<file path="src/rtl/cosine_lut_arbiter.sv">
// Round-robin sharing of one cosine LUT read port between NUM_REQ requesters.
// Two-stage pipeline: registered LUT address, then registered sample and one-hot tag.
`ifndef CARRIER_SAMPLES_PER_PERIOD
`define CARRIER_SAMPLES_PER_PERIOD 48
`endif
`ifndef FIXDT_64_A_WIDTH
`define FIXDT_64_A_WIDTH 16
`endif

module cosine_lut_arbiter #(
  parameter int NUM_REQ = 2,
  parameter int SAMPLES = `CARRIER_SAMPLES_PER_PERIOD,
  parameter int IDX_W   = $clog2(`CARRIER_SAMPLES_PER_PERIOD),
  parameter int DATA_W  = `FIXDT_64_A_WIDTH
) (
  input  logic                     clk,
  input  logic                     rst_n,
  input  logic                     en,
  input  logic [NUM_REQ-1:0]       req_valid,
  input  logic [NUM_REQ*IDX_W-1:0] req_idx,
  output logic [NUM_REQ-1:0]       req_ready,
  output logic [IDX_W-1:0]         lut_idx,
  input  logic [DATA_W-1:0]        lut_data,
  output logic [NUM_REQ-1:0]       rsp_valid,
  output logic [DATA_W-1:0]        rsp_data,
  output logic                     wrap_err
);

  localparam int PTR_W = (NUM_REQ > 1) ? $clog2(NUM_REQ) : 1;
  localparam logic [PTR_W-1:0] LAST = PTR_W'(NUM_REQ - 1);

  logic [PTR_W-1:0] ptr;
  logic [PTR_W-1:0] grant_id;
  logic             grant_any;
  logic [PTR_W-1:0] s1_owner;
  logic             s1_valid;
  logic [IDX_W-1:0] idx_sel;
  logic [IDX_W-1:0] idx_mod;
  logic             idx_wrap;
  logic [NUM_REQ-1:0] owner_oh;

  // Descending scan so the candidate closest to ptr is the last one written.
  always_comb begin
    int j;
    j         = 0;
    grant_any = 1'b0;
    grant_id  = '0;
    req_ready = '0;
    if (rst_n && en) begin
      for (int k = NUM_REQ - 1; k >= 0; k--) begin
        j = (int'(ptr) + k) % NUM_REQ;
        if (req_valid[j]) begin
          grant_any = 1'b1;
          grant_id  = PTR_W'(j);
        end
      end
    end
    if (grant_any) req_ready[grant_id] = 1'b1;
  end

  always_comb begin
    idx_sel  = req_idx[int'(grant_id)*IDX_W +: IDX_W];
    idx_wrap = int'(idx_sel) >= SAMPLES;
    idx_mod  = idx_wrap ? idx_sel - IDX_W'(SAMPLES) : idx_sel;
    owner_oh = '0;
    owner_oh[s1_owner] = 1'b1;
  end

  always_ff @(posedge clk) begin
    if (!rst_n) begin
      ptr       <= '0;
      s1_valid  <= 1'b0;
      s1_owner  <= '0;
      lut_idx   <= '0;
      rsp_valid <= '0;
      rsp_data  <= '0;
      wrap_err  <= 1'b0;
    end else begin
      s1_valid <= grant_any;
      if (grant_any) begin
        s1_owner <= grant_id;
        lut_idx  <= idx_mod;
        ptr      <= (grant_id == LAST) ? '0 : grant_id + 1'b1;
        if (idx_wrap) wrap_err <= 1'b1;
      end
      rsp_valid <= s1_valid ? owner_oh : '0;
      if (s1_valid) rsp_data <= lut_data;
    end
  end

endmodule
</file>
<file path="config.mk">
export PLATFORM = sky130hd
export DESIGN_NAME = cosine_lut_arbiter
export DESIGN_NICKNAME = d
export VERILOG_FILES = /design/src/rtl/cosine_lut_arbiter.sv
export SDC_FILE = /design/constraint.sdc
export NUM_CORES = 1
export LEC_CHECK = 0
export BUFFER_PORTS_ARGS = -buffer_cell sky130_fd_sc_hd__buf_4
export CAP_MARGIN = 20
export CORE_UTILIZATION = 46
export DETAILED_ROUTE_END_ITERATION = 12
export PLACE_DENSITY = 0.92
export REMOVE_ABC_BUFFERS = 1
export SLEW_MARGIN = 15
export SYNTH_ARGS = -nofsm -noshare
export SYNTH_HDL_FRONTEND = slang
export SYNTH_SLANG_ARGS = --single-unit
</file>
<file path="constraint.sdc">
create_clock -name clk -period 1.6 [get_ports clk]
set_input_delay 0.16 -clock clk [delete_from_list [all_inputs] [get_ports clk]]
set_output_delay 0.16 -clock clk [all_outputs]
set_load 0.02 [all_outputs]
</file>
==> results of run 1 <==
[layout by cell type (no fill, tap or decap), types with 2 or more instances in the layout]
cell	netlist	routed
nor2_1	17	17
mux2i_1	16	16
nand2_1	8	8
buf_4	1	61
dfxtp_1	28	28
a21oi_1	4	4
nand3_1	13	13
a31oi_1	2	2
nand3b_1	4	4
clkbuf_4	0	3
[final timing paths]
kind,from,endpoint,slack (ns),cells after the start
worst max-delay path,ptr,req_ready[1],0.16,4
worst min register to register,s1_owner,rsp_valid[0],0.46,1
worst min-delay path,req_idx[9],lut_idx[3],0.04,3
worst max register to register,ptr,lut_idx[4],0.47,5
[cells in the mapped netlist]
| cell type | number |
|---|---|
| clkinv_1 | 1 |
| inv_2 | 1 |
| nand2_1 | 8 |
| nor2_1 | 17 |
| dfxtp_1 | 28 |
| nand4_4 | 1 |
| o211ai_2 | 1 |
| o21ai_0 | 1 |
| a311oi_1 | 1 |
| buf_2 | 2 |
| nand3b_1 | 4 |
| buf_4 | 1 |
| a31oi_1 | 2 |
| nand2b_4 | 1 |
| mux2i_1 | 16 |
| o21ai_2 | 1 |
| clkinv_2 | 1 |
| and3_1 | 1 |
| clkbuf_8 | 1 |
| nand3_1 | 13 |
| a21oi_1 | 4 |
| a41oi_1 | 1 |
[metal layers]
layer | vias up | part of all wire (%) | global-route usage, %
met5 | - | 0 | 0
met4 | 0 | 0.92 | 5.71
met3 | 4 | 8.3 | 4.24
met2 | 50 | 49 | 35.8
met1 | 424 | 42 | 20.8
li1 | 494 | - | -
[final cells by class]
class,instances,area share (%)
flip-flops and latches,28,35.4
multi-input cells,72,29.4
repair buffers,61,28.9
well taps,28,2.21
clock inverters,1,1.89
clock buffers,3,1.42
inverters,3,0.789
[power by group]
group | internal [W] | switching, W | total (W)
clock network | 0.000253 | 0.000186 | 0.000439
registers | 0.000737 | 0.0000223 | 0.000759
logic | 0.000137 | 0.000133 | 0.000271
total | 0.00113 | 0.000342 | 0.00147
[state kept, by name (all words and copies together) (netlist names)]
signal	count
s1_owner	1
ptr	1
rsp_valid	2
rsp_data	16
s1_valid	1
wrap_err	1
lut_idx	6
[worst reg2reg max path, cell delays in order, from the launching register on]
cell      delay (ns)
dfxtp_1         0.37
nand2b_4        0.16
nand4_4         0.16
clkinv_2        0.13
nand3b_1        0.08
a31oi_1         0.17
[logic make-up (layout without fill, tap and decap cells)]
| logic type | after synthesis | after routing | share of synthesized area, % |
|---|---|---|---|
| DFF | 28 | 28 | 52.3 |
| buffers and inverters | 7 | 68 | 4.09 |
| muxes | 16 | 16 | 15.0 |
| AOI/OAI and AO/OA | 11 | 11 | 7.13 |
| and+or+nand+nor | 45 | 45 | 21.5 |
[metrics by stage]
stage                     power (W)  hold WS, ns
final                       0.00147       0.0437
after global routing        0.00154       0.0469
after CTS                   0.00149       0.0322
after detailed placement    0.00105        0.374
after global placement      0.00104        0.376
after floorplan            0.000895        0.271
==> out/metrics.cfg, run 1 <==
[layout]
fill_cells = 172
fin_nets = 202
final_cells = 196
area_delta_synth_final_pct = 48.0
final_layout_size_suffix_gt1_share_pct = 42.3
antenna_cells = 0
multi_input_area_um2 = 467
post-route-util_pct = 71.7
design_area_mm2 = 0.00159
regArea_um2 = 561

[global_routing]
grt_pass1_vias = 885
grt_max_degree = 18
grt-ovfl-total = 0
grt.total_usage_pct = 19.0
antenna_found_initial = 0
grt_pass1_wl_um = 3680

[routing]
ant_nets = 0
vias = 972
first_pass_iters = 4
drtIter0Drc = 8
wl_per_cell_um = 11.6
drc = 0
viasPerCell = 4.96
drt_wl_total_um = 2280

[timing]
slew_headroom_pct = 75.7
finalSetupViolCount = 0
slew_violations = 0
rsz0062_at_grt = no
fin_tns_setup_ns = 0
tightest_slew_ns = 0.364
fmax_mhz = 694
finalCritPeriodShare_pct = 90.1
setup_slack_ns = 0.158
fin_crit_ns = 1.44
finalClockSkew_ns = 0.00610
hold_viol_final = 0

[place]
post-place-ws_ns = 0.478
post-place-cells = 192
gp_congestion = 0.733
dpl_cell_area_mm2 = 0.00153
io_buffers = 59
dp_hpwl_um = 1870

[cts]
ctsResizeCount = 0
post-cts-setup-buffers = 0
numCtsBuffers = 3
worstSkewPairLatency_ns = 0.31
postCtsHoldBufs = 0
cts-root-buf = clkbuf_4
clock_path_buffers = 2
cts_sinks = 28
cts_tree = done
htreeDepth = 1
clk_pin_slew_ns = 0.14

[logic_synthesis]
syn_area_per_cell_um2 = 10.0
ys.warnings.count = 0
synthTopCellsByArea = dfxtp_1 52%, mux2i_1 15%, nand3_1 6.1%
yosysUniqueCellTypes = 22
synth_top_area_share_pct = 52.3
synth-seq-cells = 28
synth_area_mm2 = 0.00107
synthCells = 107
yosysTopAreaCell = dfxtp_1
ys_seq_area_share_pct = 52.3

[critical_path]
crit_buf_inv = 2
crit_chain = nand2b_4, nand4_4, clkinv_2, buf_4
end_kind = output port
cp.arrival_ns = 1.28
critical-path-top-delay-family = flip-flops
crit_path_start_kind = register
crit_fanout = 8
required_ns = 1.44
max_stage_delay_ns = 0.37
critPathSlowestCell = dfxtp_1
path_class = reg -> out

[floorplan]
die-area_mm2 = 0.00253
start_util_pct = 48.4
core-area_mm2 = 0.00221
ioPinCount = 60
die_w_um = 50.3
rows = 17
fp.dieH_um = 50.3

[status]
outcome = completed

[hold_path]
hp-class = in -> reg

[power_and_ir_drop]
leakagePower_nw = 0.741
irDropWorstVdd_mv = 0.688
power_density_mw_per_mm2 = 927

[job]
drv_cap = 0

(Power assumes the default switching activity.)
==> inputs of run 2 (changes only) <==
==> constraint.sdc (replaced) <==
create_clock -name clk -period 1.6 [get_ports clk]
set_input_delay 0.16 -clock clk [delete_from_list [all_inputs] [get_ports clk]]
set_output_delay 0.16 -clock clk [all_outputs]
set_load 0.01 [all_outputs]
==> run 2 against run 1 <==
Compared with the run above:
- register-to-register slack got worse by 0.03 ns
- clock skew increased by 0.0018 ns
- first-iteration DRC count increased by 38%
- largest cell class unchanged
- clock-buffer cell count is the same
- utilization is the same
- critical endpoint unchanged
- sequential share of layout area unchanged
- non-clock buffer count stayed put
- final cell count did not move
- worst hold slack improved by 0.0010 ns
- die area did not move
- critical path depth unchanged
==> out/metrics.cfg, run 2 (synthesized netlist as in run 1, its figures left out) <==
[layout]
final_cell_mix = 61 x buf_4, 28 x dfxtp_1, 17 x nor2_1, 16 x mux2i_1, 13 x nand3_1
fill_cells = 166
post-route-util_pct = 71.7
largest_reg_flops = 16
largest_register = rsp_data
final_layout_size_suffix_gt1_share_pct = 42.3
antenna_cells = 0
fin_nets = 202
layout_commonest_cell = buf_4
top_regs = rsp_data: 16 flops, lut_idx: 6 flops, rsp_valid: 2 flops
area_delta_synth_final_pct = 48.0

[timing]
hold_viol_final = 0
finalSetupViolCount = 0
finalClockSkew_ns = 0.00789
slew_violations = 0
fin_tns_setup_ns = 0
rsz0062_at_grt = no
fin_crit_ns = 1.45
tightest_slew_ns = 0.382
finalCritPeriodShare_pct = 90.5
fmax_mhz = 691
slew_headroom_pct = 74.4

[global_routing]
antenna_found_initial = 0
grt_pass1_wl_um = 3640
grt-ovfl-total = 0
grt_max_degree = 18
grt.total_usage_pct = 18.7
grt_pass1_vias = 892

[cts]
numCtsBuffers = 3
ctsResizeCount = 0
cts_tree = done
clk_pin_slew_ns = 0.14
cts-root-buf = clkbuf_4
post-cts-setup-buffers = 0
postCtsHoldBufs = 0
clock_path_buffers = 2
worstSkewPairLatency_ns = 0.31
htreeDepth = 1
cts_sinks = 28

[floorplan]
ioPinCount = 60
die_w_um = 50.3
fp.dieH_um = 50.3
die-area_mm2 = 0.00253
rows = 17
core-area_mm2 = 0.00221
start_util_pct = 48.4

[place]
gp_congestion = 0.751
dp_hpwl_um = 1820
io_buffers = 59

[critical_path]
crit_fanout = 8
required_ns = 1.44
path_class = reg -> out
r2r_slack_ns = 0.44
cp.arrival_ns = 1.29
end_kind = output port
crit_path_start_kind = register

[routing]
ant_nets = 0
drc = 0
viasPerCell = 5.05
first_pass_iters = 4
drt_wl_total_um = 2310
vias = 989
drtIter0Drc = 11
wl_per_cell_um = 11.8

[power_and_ir_drop]
leakagePower_nw = 0.741
power_density_mw_per_mm2 = 913
irDropWorstVdd_mv = 0.606

[job]
drv_cap = 0

[hold_path]
hp-class = in -> reg

[status]
outcome = completed

## run 2: cell counts in the layout (fill, tap and decap cells not counted)
Identical to the previous run, type by type.
## run 2: layout make-up
class,instances,area [um2],area share (%)
clock buffers,3,22.5,1.42
clock inverters,1,30.0,1.89
inverters,3,12.5,0.789
multi-input cells,72,467,29.4
flip-flops and latches,28,561,35.4
well taps,28,35.0,2.21
repair buffers,61,458,28.9
## run 2: per-layer routing
metal	part of all wire, %	global-route usage (%)
met4	1.1	8.57
met2	48	33.3
met3	8.2	3.03
met1	42	21.4
met5	0	0
## run 2: metrics by stage
stage	cell area [um2]	total power, W	cells	worst slack, ns	hold WS [ns]
global placement	1530	0.00101	192	0.519	0.374
CTS	1590	0.00146	196	0.140	0.0309
floorplan	1040	0.000868	103	0.393	0.271
detailed placement	1530	0.00102	192	0.466	0.379
finish	1590	0.00145	196	0.152	0.0447
global route	1590	0.00151	196	0.0807	0.0260
## run 2: path summary, 6_finish.rpt
kind,from,endpoint,cells past startpoint
hold / removal,req_idx[7],lut_idx[1],3
hold reg to reg,s1_owner,rsp_valid[0],1
setup / recovery,ptr,req_ready[1],4
setup reg to reg,ptr,lut_idx[4],5
## run 2: power by group
part | internal (W) | switching, W | total [W]
registers | 0.000737 | 0.0000222 | 0.000759
clock network | 0.000253 | 0.000192 | 0.000445
logic | 0.000136 | 0.000107 | 0.000243
## run 2: worst max-delay path, stage by stage (launching register included)
cell and delay, ns:
dfxtp_1 0.38, nand2b_4 0.17, nand4_4 0.17, clkinv_2 0.13, buf_4 0.13
